### src/rtl/isw_pkg.sv
`default_nettype none
// +-------------------------------------------------------------------+
// | isw_pkg : shared widths, PRNG polynomial and driver state encoding |
// | rev 1.0                                                            |
// +-------------------------------------------------------------------+
package isw_pkg;

  localparam int          ISW_WIDTH = 8;
  localparam logic [31:0] PRNG_POLY = 32'h8020_0003;

  typedef enum logic [2:0] {
    IDLE = 3'd0,
    S1   = 3'd1,
    S2   = 3'd2,
    S3   = 3'd3,
    DONE = 3'd4
  } isw_drv_state_t;

  // One right-shift step of the Galois LFSR x^32+x^22+x^2+x+1.
  function automatic logic [31:0] prng_next(input logic [31:0] s);
    return (s >> 1) ^ (s[0] ? PRNG_POLY : 32'h0);
  endfunction

endpackage
`default_nettype wire

### src/rtl/isw_prng.sv
`default_nettype none
// +-------------------------------------------------------------------+
// | isw_prng : 32-bit Galois LFSR mask source with seed load           |
// | rev 1.0                                                            |
// +-------------------------------------------------------------------+
module isw_prng
  import isw_pkg::*;
#(
  parameter logic [31:0] SEED_RST = 32'h0000_0001
) (
  input  logic        clk,
  input  logic        rst_n,
  input  logic        step,
  input  logic        load,
  input  logic [31:0] seed,
  output logic [31:0] state
);

  logic [31:0] r_state;

  // An all-zero state would lock the LFSR, so a zero seed becomes 1.
  always_ff @(posedge clk or negedge rst_n) begin
    if (!rst_n) begin
      r_state <= SEED_RST;
    end else if (load) begin
      r_state <= (seed == 32'h0) ? 32'h0000_0001 : seed;
    end else if (step) begin
      r_state <= prng_next(r_state);
    end
  end

  assign state = r_state;

endmodule
`default_nettype wire

### src/rtl/isw_and_driver.sv
`default_nettype none
// +-------------------------------------------------------------------+
// | isw_and_driver : masks operands, sequences and captures isw_and    |
// | rev 1.0                                                            |
// +-------------------------------------------------------------------+
module isw_and_driver
  import isw_pkg::*;
#(
  parameter int          WIDTH    = ISW_WIDTH,
  parameter logic [31:0] SEED_RST = 32'h0000_0001
) (
  input  logic             clk_i,
  input  logic             rst_ni,
  input  logic             seed_we_i,
  input  logic [31:0]      seed_i,
  input  logic             in_valid_i,
  output logic             in_ready_o,
  input  logic [WIDTH-1:0] A_i,
  input  logic [WIDTH-1:0] B_i,
  output logic [WIDTH-1:0] X0_o,
  output logic [WIDTH-1:0] X1_o,
  output logic [WIDTH-1:0] Y0_o,
  output logic [WIDTH-1:0] Y1_o,
  output logic [WIDTH-1:0] R01_o,
  input  logic [WIDTH-1:0] Q0_i,
  input  logic [WIDTH-1:0] Q1_i,
  output logic             out_valid_o,
  input  logic             out_ready_i,
  output logic [WIDTH-1:0] Z0_o,
  output logic [WIDTH-1:0] Z1_o,
  output logic             busy_o
);

  isw_drv_state_t   r_state;
  logic [WIDTH-1:0] r_x0, r_x1, r_y0, r_y1, r_r01, r_z0, r_z1;
  logic             r_out_valid, r_busy;

  logic [31:0]      w_prng_state;
  logic [WIDTH-1:0] w_ma, w_mb, w_r;
  logic             w_idle, w_seed_load, w_accept;
  logic             w_unused_prng;

  assign w_idle      = (r_state == IDLE);
  assign w_seed_load = w_idle & seed_we_i;
  assign in_ready_o  = w_idle & ~seed_we_i;
  assign w_accept    = in_ready_o & in_valid_i;

  isw_prng #(
    .SEED_RST (SEED_RST)
  ) u_prng (
    .clk   (clk_i),
    .rst_n (rst_ni),
    .step  (w_accept),
    .load  (w_seed_load),
    .seed  (seed_i),
    .state (w_prng_state)
  );

  assign w_ma          = w_prng_state[WIDTH-1:0];
  assign w_mb          = w_prng_state[2*WIDTH-1:WIDTH];
  assign w_r           = w_prng_state[3*WIDTH-1:2*WIDTH];
  assign w_unused_prng = ^w_prng_state[31:3*WIDTH];

  // Operands are masked before registering; only shares are ever stored.
  always_ff @(posedge clk_i or negedge rst_ni) begin
    if (!rst_ni) begin
      r_state     <= IDLE;
      r_x0        <= '0;
      r_x1        <= '0;
      r_y0        <= '0;
      r_y1        <= '0;
      r_r01       <= '0;
      r_z0        <= '0;
      r_z1        <= '0;
      r_out_valid <= 1'b0;
      r_busy      <= 1'b0;
    end else begin
      case (r_state)
        IDLE: begin
          if (w_accept) begin
            r_x0    <= A_i ^ w_ma;
            r_x1    <= w_ma;
            r_y0    <= B_i ^ w_mb;
            r_y1    <= w_mb;
            r_r01   <= w_r;
            r_busy  <= 1'b1;
            r_state <= S1;
          end
        end
        S1: r_state <= S2;
        S2: r_state <= S3;
        S3: begin
          r_z0        <= Q0_i;
          r_z1        <= Q1_i;
          r_out_valid <= 1'b1;
          r_state     <= DONE;
        end
        DONE: begin
          if (out_ready_i) begin
            r_out_valid <= 1'b0;
            r_busy      <= 1'b0;
            r_state     <= IDLE;
          end
        end
        default: begin
          r_out_valid <= 1'b0;
          r_busy      <= 1'b0;
          r_state     <= IDLE;
        end
      endcase
    end
  end

  assign X0_o        = r_x0;
  assign X1_o        = r_x1;
  assign Y0_o        = r_y0;
  assign Y1_o        = r_y1;
  assign R01_o       = r_r01;
  assign Z0_o        = r_z0;
  assign Z1_o        = r_z1;
  assign out_valid_o = r_out_valid;
  assign busy_o      = r_busy;

endmodule
`default_nettype wire

### config.mk
export PLATFORM = sky130hd
export DESIGN_NAME = isw_and_driver
export DESIGN_NICKNAME = d
export VERILOG_FILES = /design/src/rtl/isw_pkg.sv /design/src/rtl/isw_prng.sv /design/src/rtl/isw_and_driver.sv
export SDC_FILE = /design/constraint.sdc
export NUM_CORES = 1
export LEC_CHECK = 0
export ABC_AREA = 1
export BUFFER_PORTS_ARGS = -buffer_cell sky130_fd_sc_hd__clkbuf_2
export CELL_PAD_IN_SITES_DETAIL_PLACEMENT = 1
export CELL_PAD_IN_SITES_GLOBAL_PLACEMENT = 1
export CORE_MARGIN = 8
export CORE_UTILIZATION = 38
export CTS_CLUSTER_SIZE = 24
export DETAILED_ROUTE_END_ITERATION = 10
export PLACE_DENSITY_LB_ADDON = 0.25
export SETUP_SLACK_MARGIN = 0.3
export SLEW_MARGIN = 20
export SYNTH_ARGS = -nofsm -noshare
export SYNTH_HDL_FRONTEND = slang
export SYNTH_HIERARCHICAL = 1
export SYNTH_SLANG_ARGS = --single-unit
### constraint.sdc
create_clock -name clk_i -period 1.9 [get_ports clk_i]
set_input_delay 0.19 -clock clk_i [delete_from_list [all_inputs] [get_ports clk_i]]
set_output_delay 0.19 -clock clk_i [all_outputs]
set_load 0.03 [all_outputs]
==> impl_results.md <==
* Status: finished, final reports clean
* Final worst clock skew at between 0.01 and 0.015 ns
* Total grt overflow at 0
* Worst path required time at 2.19 ns
* Hold path cells at 2
* CP top delay family: simple AND/OR/NAND/NOR gates
* Core area at roughly 11000 um2
* Via count at ~3500
* Count leader, synth: nand2_1
* Fillers at 1290
* Slew HR at 0.599
* Total wire length at 12.1 mm
* Worst vdd ir at 0.664 mV
* Cell taking the most area after synthesis: dfrtp_1
* Min-delay worst type: input port to flip-flop
* Layout cells sized above 1 at 0.378
* Worst path max stage delay at 0.45 ns
* Final net count at 648
* Final setup fails at 0
* CTS tree: yes
* Post-synth top area share at 0.560
* Register area at ~2300 um2
* Setup_tns at 0 ns
* CP startpoint kind: flip-flop
* CTS clk-pin slew, worst paths at about 0.10 ns
* CTS H-tree depth at 3
* Internal power at roughly 5.7 mW
* Initial DRC Count at approximately 130
* Starting density of the core at 0.385
* DIE WIDTH at roughly 120 um
* CP most frequent cell: nor2_4
* Leakage dissipation at between 2 and 3 nW
* RSZ-0062 raised after global routing: true
* Crit-path cells: nor2_4 > nand2_4 > nor2_4 > nand2_4 > inv_6 > nor2_4 > inv_4 > clkbuf_16 > nor2_2 > a21oi_2
* Seq pwr share at 0.363
* Worst path slowest cell: dfrtp_2
* Crit path kind: flip-flop to flip-flop
* Fmax at roughly 630 MHz
* Vias in the first global route at 3830
* Io pins at between 100 and 150
* DP Cell Count at 700
* Bufs on Longest Clock Path at 2
* TritonCTS buffer count at 9
* Ys flop type: dfrtp_1
* Crit path time final at 1.58 ns
* Port Buf Inserts at between 100 and 150
* First-pass GRT wire length at between 15 and 20 mm
* Gpl congestion at 0.794
* Syn_nets at ~510
* Sw Ratio at 0.451
* CTS Sinks at 93
* DP Wirelength at ~8.6 mm
* Synth-to-Final Area Change at 30.8%
* Critical Path Sink Type: flip-flop
* Synth warn at 6
* Row cnt at 38
* Seq/Total Area, Yosys at 0.566
* Drt drc at 0
* Sw Pwr at around 4.6 mW
* P per Cell Area at 1920 nW/um2
* Largest net degree at the start of global routing at 58
* Chip height at between 100 and 150 um
* Crit Path Max Fanout at 7
* Avg WL per Cell at 16.8 um
* HP Start: Q0_i[6]
* Antenna Nets Post-Route at 0
* Post-Layout Cell Count at around 720
* Hold Vio Cnt, Final at 0
* Internal reg-to-reg setup slack at ~0.32 ns
* Die area at roughly 14000 um2
* Fin crit share at 0.831
* Worst r2r src: r_state[0]$_DFFE_PN0P_
* Clock latency on the worst-skew pair at around 0.36 ns
* Max Transition Viols Final at 0
* Worst reg2reg path endpoint: u_prng/state[28]$_DFFE_PN0P_
* Ant. Diodes at 0
* Max cap viols at 0
* Initial antenna violation count at 0
* Mapped cell area at between 4000 and 5000 um2
* Worst Reg-to-Reg Cells at 10
* WP buf/inv at 3
* Synth cell types at 26
* Combinational power share at 0.482
* Critical Path AT at 1.87 ns
* DRT Pass-1 Iters at 4
* Vias per cell at ~4.9
* Pwr Total at approximately 10 mW
* Root buffer cell: clkbuf_8
* FFs w/ async S/R, synth at 1.00
* Slew @ Worst Pin at 0.601 ns
* Post-synth EDFFs at 0
* Multi-input logic area at between 1500 and 2000 um2
* Syn_area_per_cell at between 9 and 10 um2
* Clock Power Share at 0.155
* Synth top cells by count: nand2_1 (138), dfrtp_1 (92), nor2_1 (50)
* All-Layer GR Usage at 0.165
* Synth Register Bits at between 90 and 100
* Cells after synthesis at 445
* Area contributors post-synth: dfrtp_1 (56%), nand2_1 (13%), o21ai_0 (4.9%)
* Hold endpoint: Z0_o[6]$_DFFE_PN0P_
## worst register-to-register path, stage by stage (launching register included)
cell and delay (ns):
dfrtp_2 0.45, nor2_4 0.16, nand2_4 0.08, nor2_4 0.12, nand2_4 0.09, inv_6 0.08, nor2_4 0.05, inv_4 0.12
clkbuf_16 0.20, nor2_2 0.04, a21oi_2 0.11
## power by group through the flow
stage | clock [mW] | sequential [mW] | combinational (mW)
after floorplan | 0 | 4.70 | 2.13
after global placement | 0 | 3.68 | 4.35
after detailed placement | 0 | 3.74 | 4.49
after CTS | 1.65 | 3.71 | 4.57
after global routing | 1.73 | 3.88 | 5.41
final | 1.60 | 3.74 | 4.97
## metal layers
metal | vias to the layer above | part of all wire | track usage
met3 | 11 | 0.057 | 0.0470
met4 | 0 | 0.011 | 0.0445
met5 | - | 0 | 0
met2 | 98 | 0.48 | 0.274
li1 | 1698 | - | -
met1 | 1717 | 0.45 | 0.208
## how the worst max path moves through the flow
stage                                       from                           end  slack, ns  depth (start not counted)
final                     r_state[0]$_DFFE_PN0P_  u_prng/state[28]$_DFFE_PN0P_       0.32                         10
after global routing      r_state[0]$_DFFE_PN0P_   u_prng/state[1]$_DFFE_PN0P_       0.25                         10
after CTS                 r_state[0]$_DFFE_PN0P_  u_prng/state[28]$_DFFE_PN0P_       0.30                         10
after detailed placement  r_state[1]$_DFFE_PN0P_   u_prng/state[0]$_DFFE_PN1P_       0.24                          8
after global placement    r_state[1]$_DFFE_PN0P_   u_prng/state[0]$_DFFE_PN1P_       0.32                          8
after floorplan           r_state[1]$_DFFE_PN0P_  u_prng/state[12]$_DFFE_PN0P_       0.13                         12
## through the flow
stage / area, um2 / setup slack, ns / hold slack (ns) / util
final: 5380 / 0.321 / 0.0497 / 0.503
after CTS: 5180 / 0.300 / 0.0394 / 0.484
after global placement: 4890 / 0.320 / 0.229 / 0.457
after global routing: 5380 / 0.254 / 0.0246 / 0.503
after detailed placement: 4890 / 0.240 / 0.238 / 0.457
after floorplan: 4140 / 0.132 / -0.106 / -
## cell usage in the layout (no fill, tap or decap), types with 3 or more instances in the layout
master     count
o21ai_2        5
inv_1          8
mux2_2        16
nor2_1        36
inv_4          3
dfrtp_1       90
o21ai_1       20
buf_12         4
o21ai_0       24
nand2_1      138
nor2_2         9
nor2_4         9
a21oi_2       12
inv_6          3
clkbuf_2     125
clkbuf_8      10
xnor2_1       17
a21oi_1       21
bufinv_16      3
buf_4          9
## final cells by class
type / instances / area share
Timing Repair Buffer: 144 / 0.162
Tap cell: 140 / 0.0326
Multi-Input combinational cell: 318 / 0.316
Clock buffer: 9 / 0.0230
Clock inverter: 7 / 0.0223
Inverter: 13 / 0.0114
Sequential cell: 93 / 0.433
## repair_timing
action | CTS | global route
resized for setup | 8 | 39
hold buffers | 1 | 0
endpoints found under the hold margin | 39 | 0
pin swaps | 0 | 5
setup endpoints to repair | 32 | 37
gates cloned | 0 | 3
setup buffers | 1 | 3
## sequential cells by signal, summed over array words and instances, names as in the netlist
signal,flops
Y1_o,8
u_prng/state,32
X1_o,8
busy_o,1
R01_o,8
Y0_o,8
out_valid_o,1
r_state,3
Z0_o,8
Z1_o,8
X0_o,8
## cells by family after synthesis
logic type | Yosys count | share of synthesized area
simple gates | 197 | 0.188
compound gates | 88 | 0.115
xor+xnor | 17 | 0.0362
flops | 93 | 0.566
mux | 16 | 0.0438
buf+inv | 34 | 0.0514
Power figures use the tool's default switching activity.
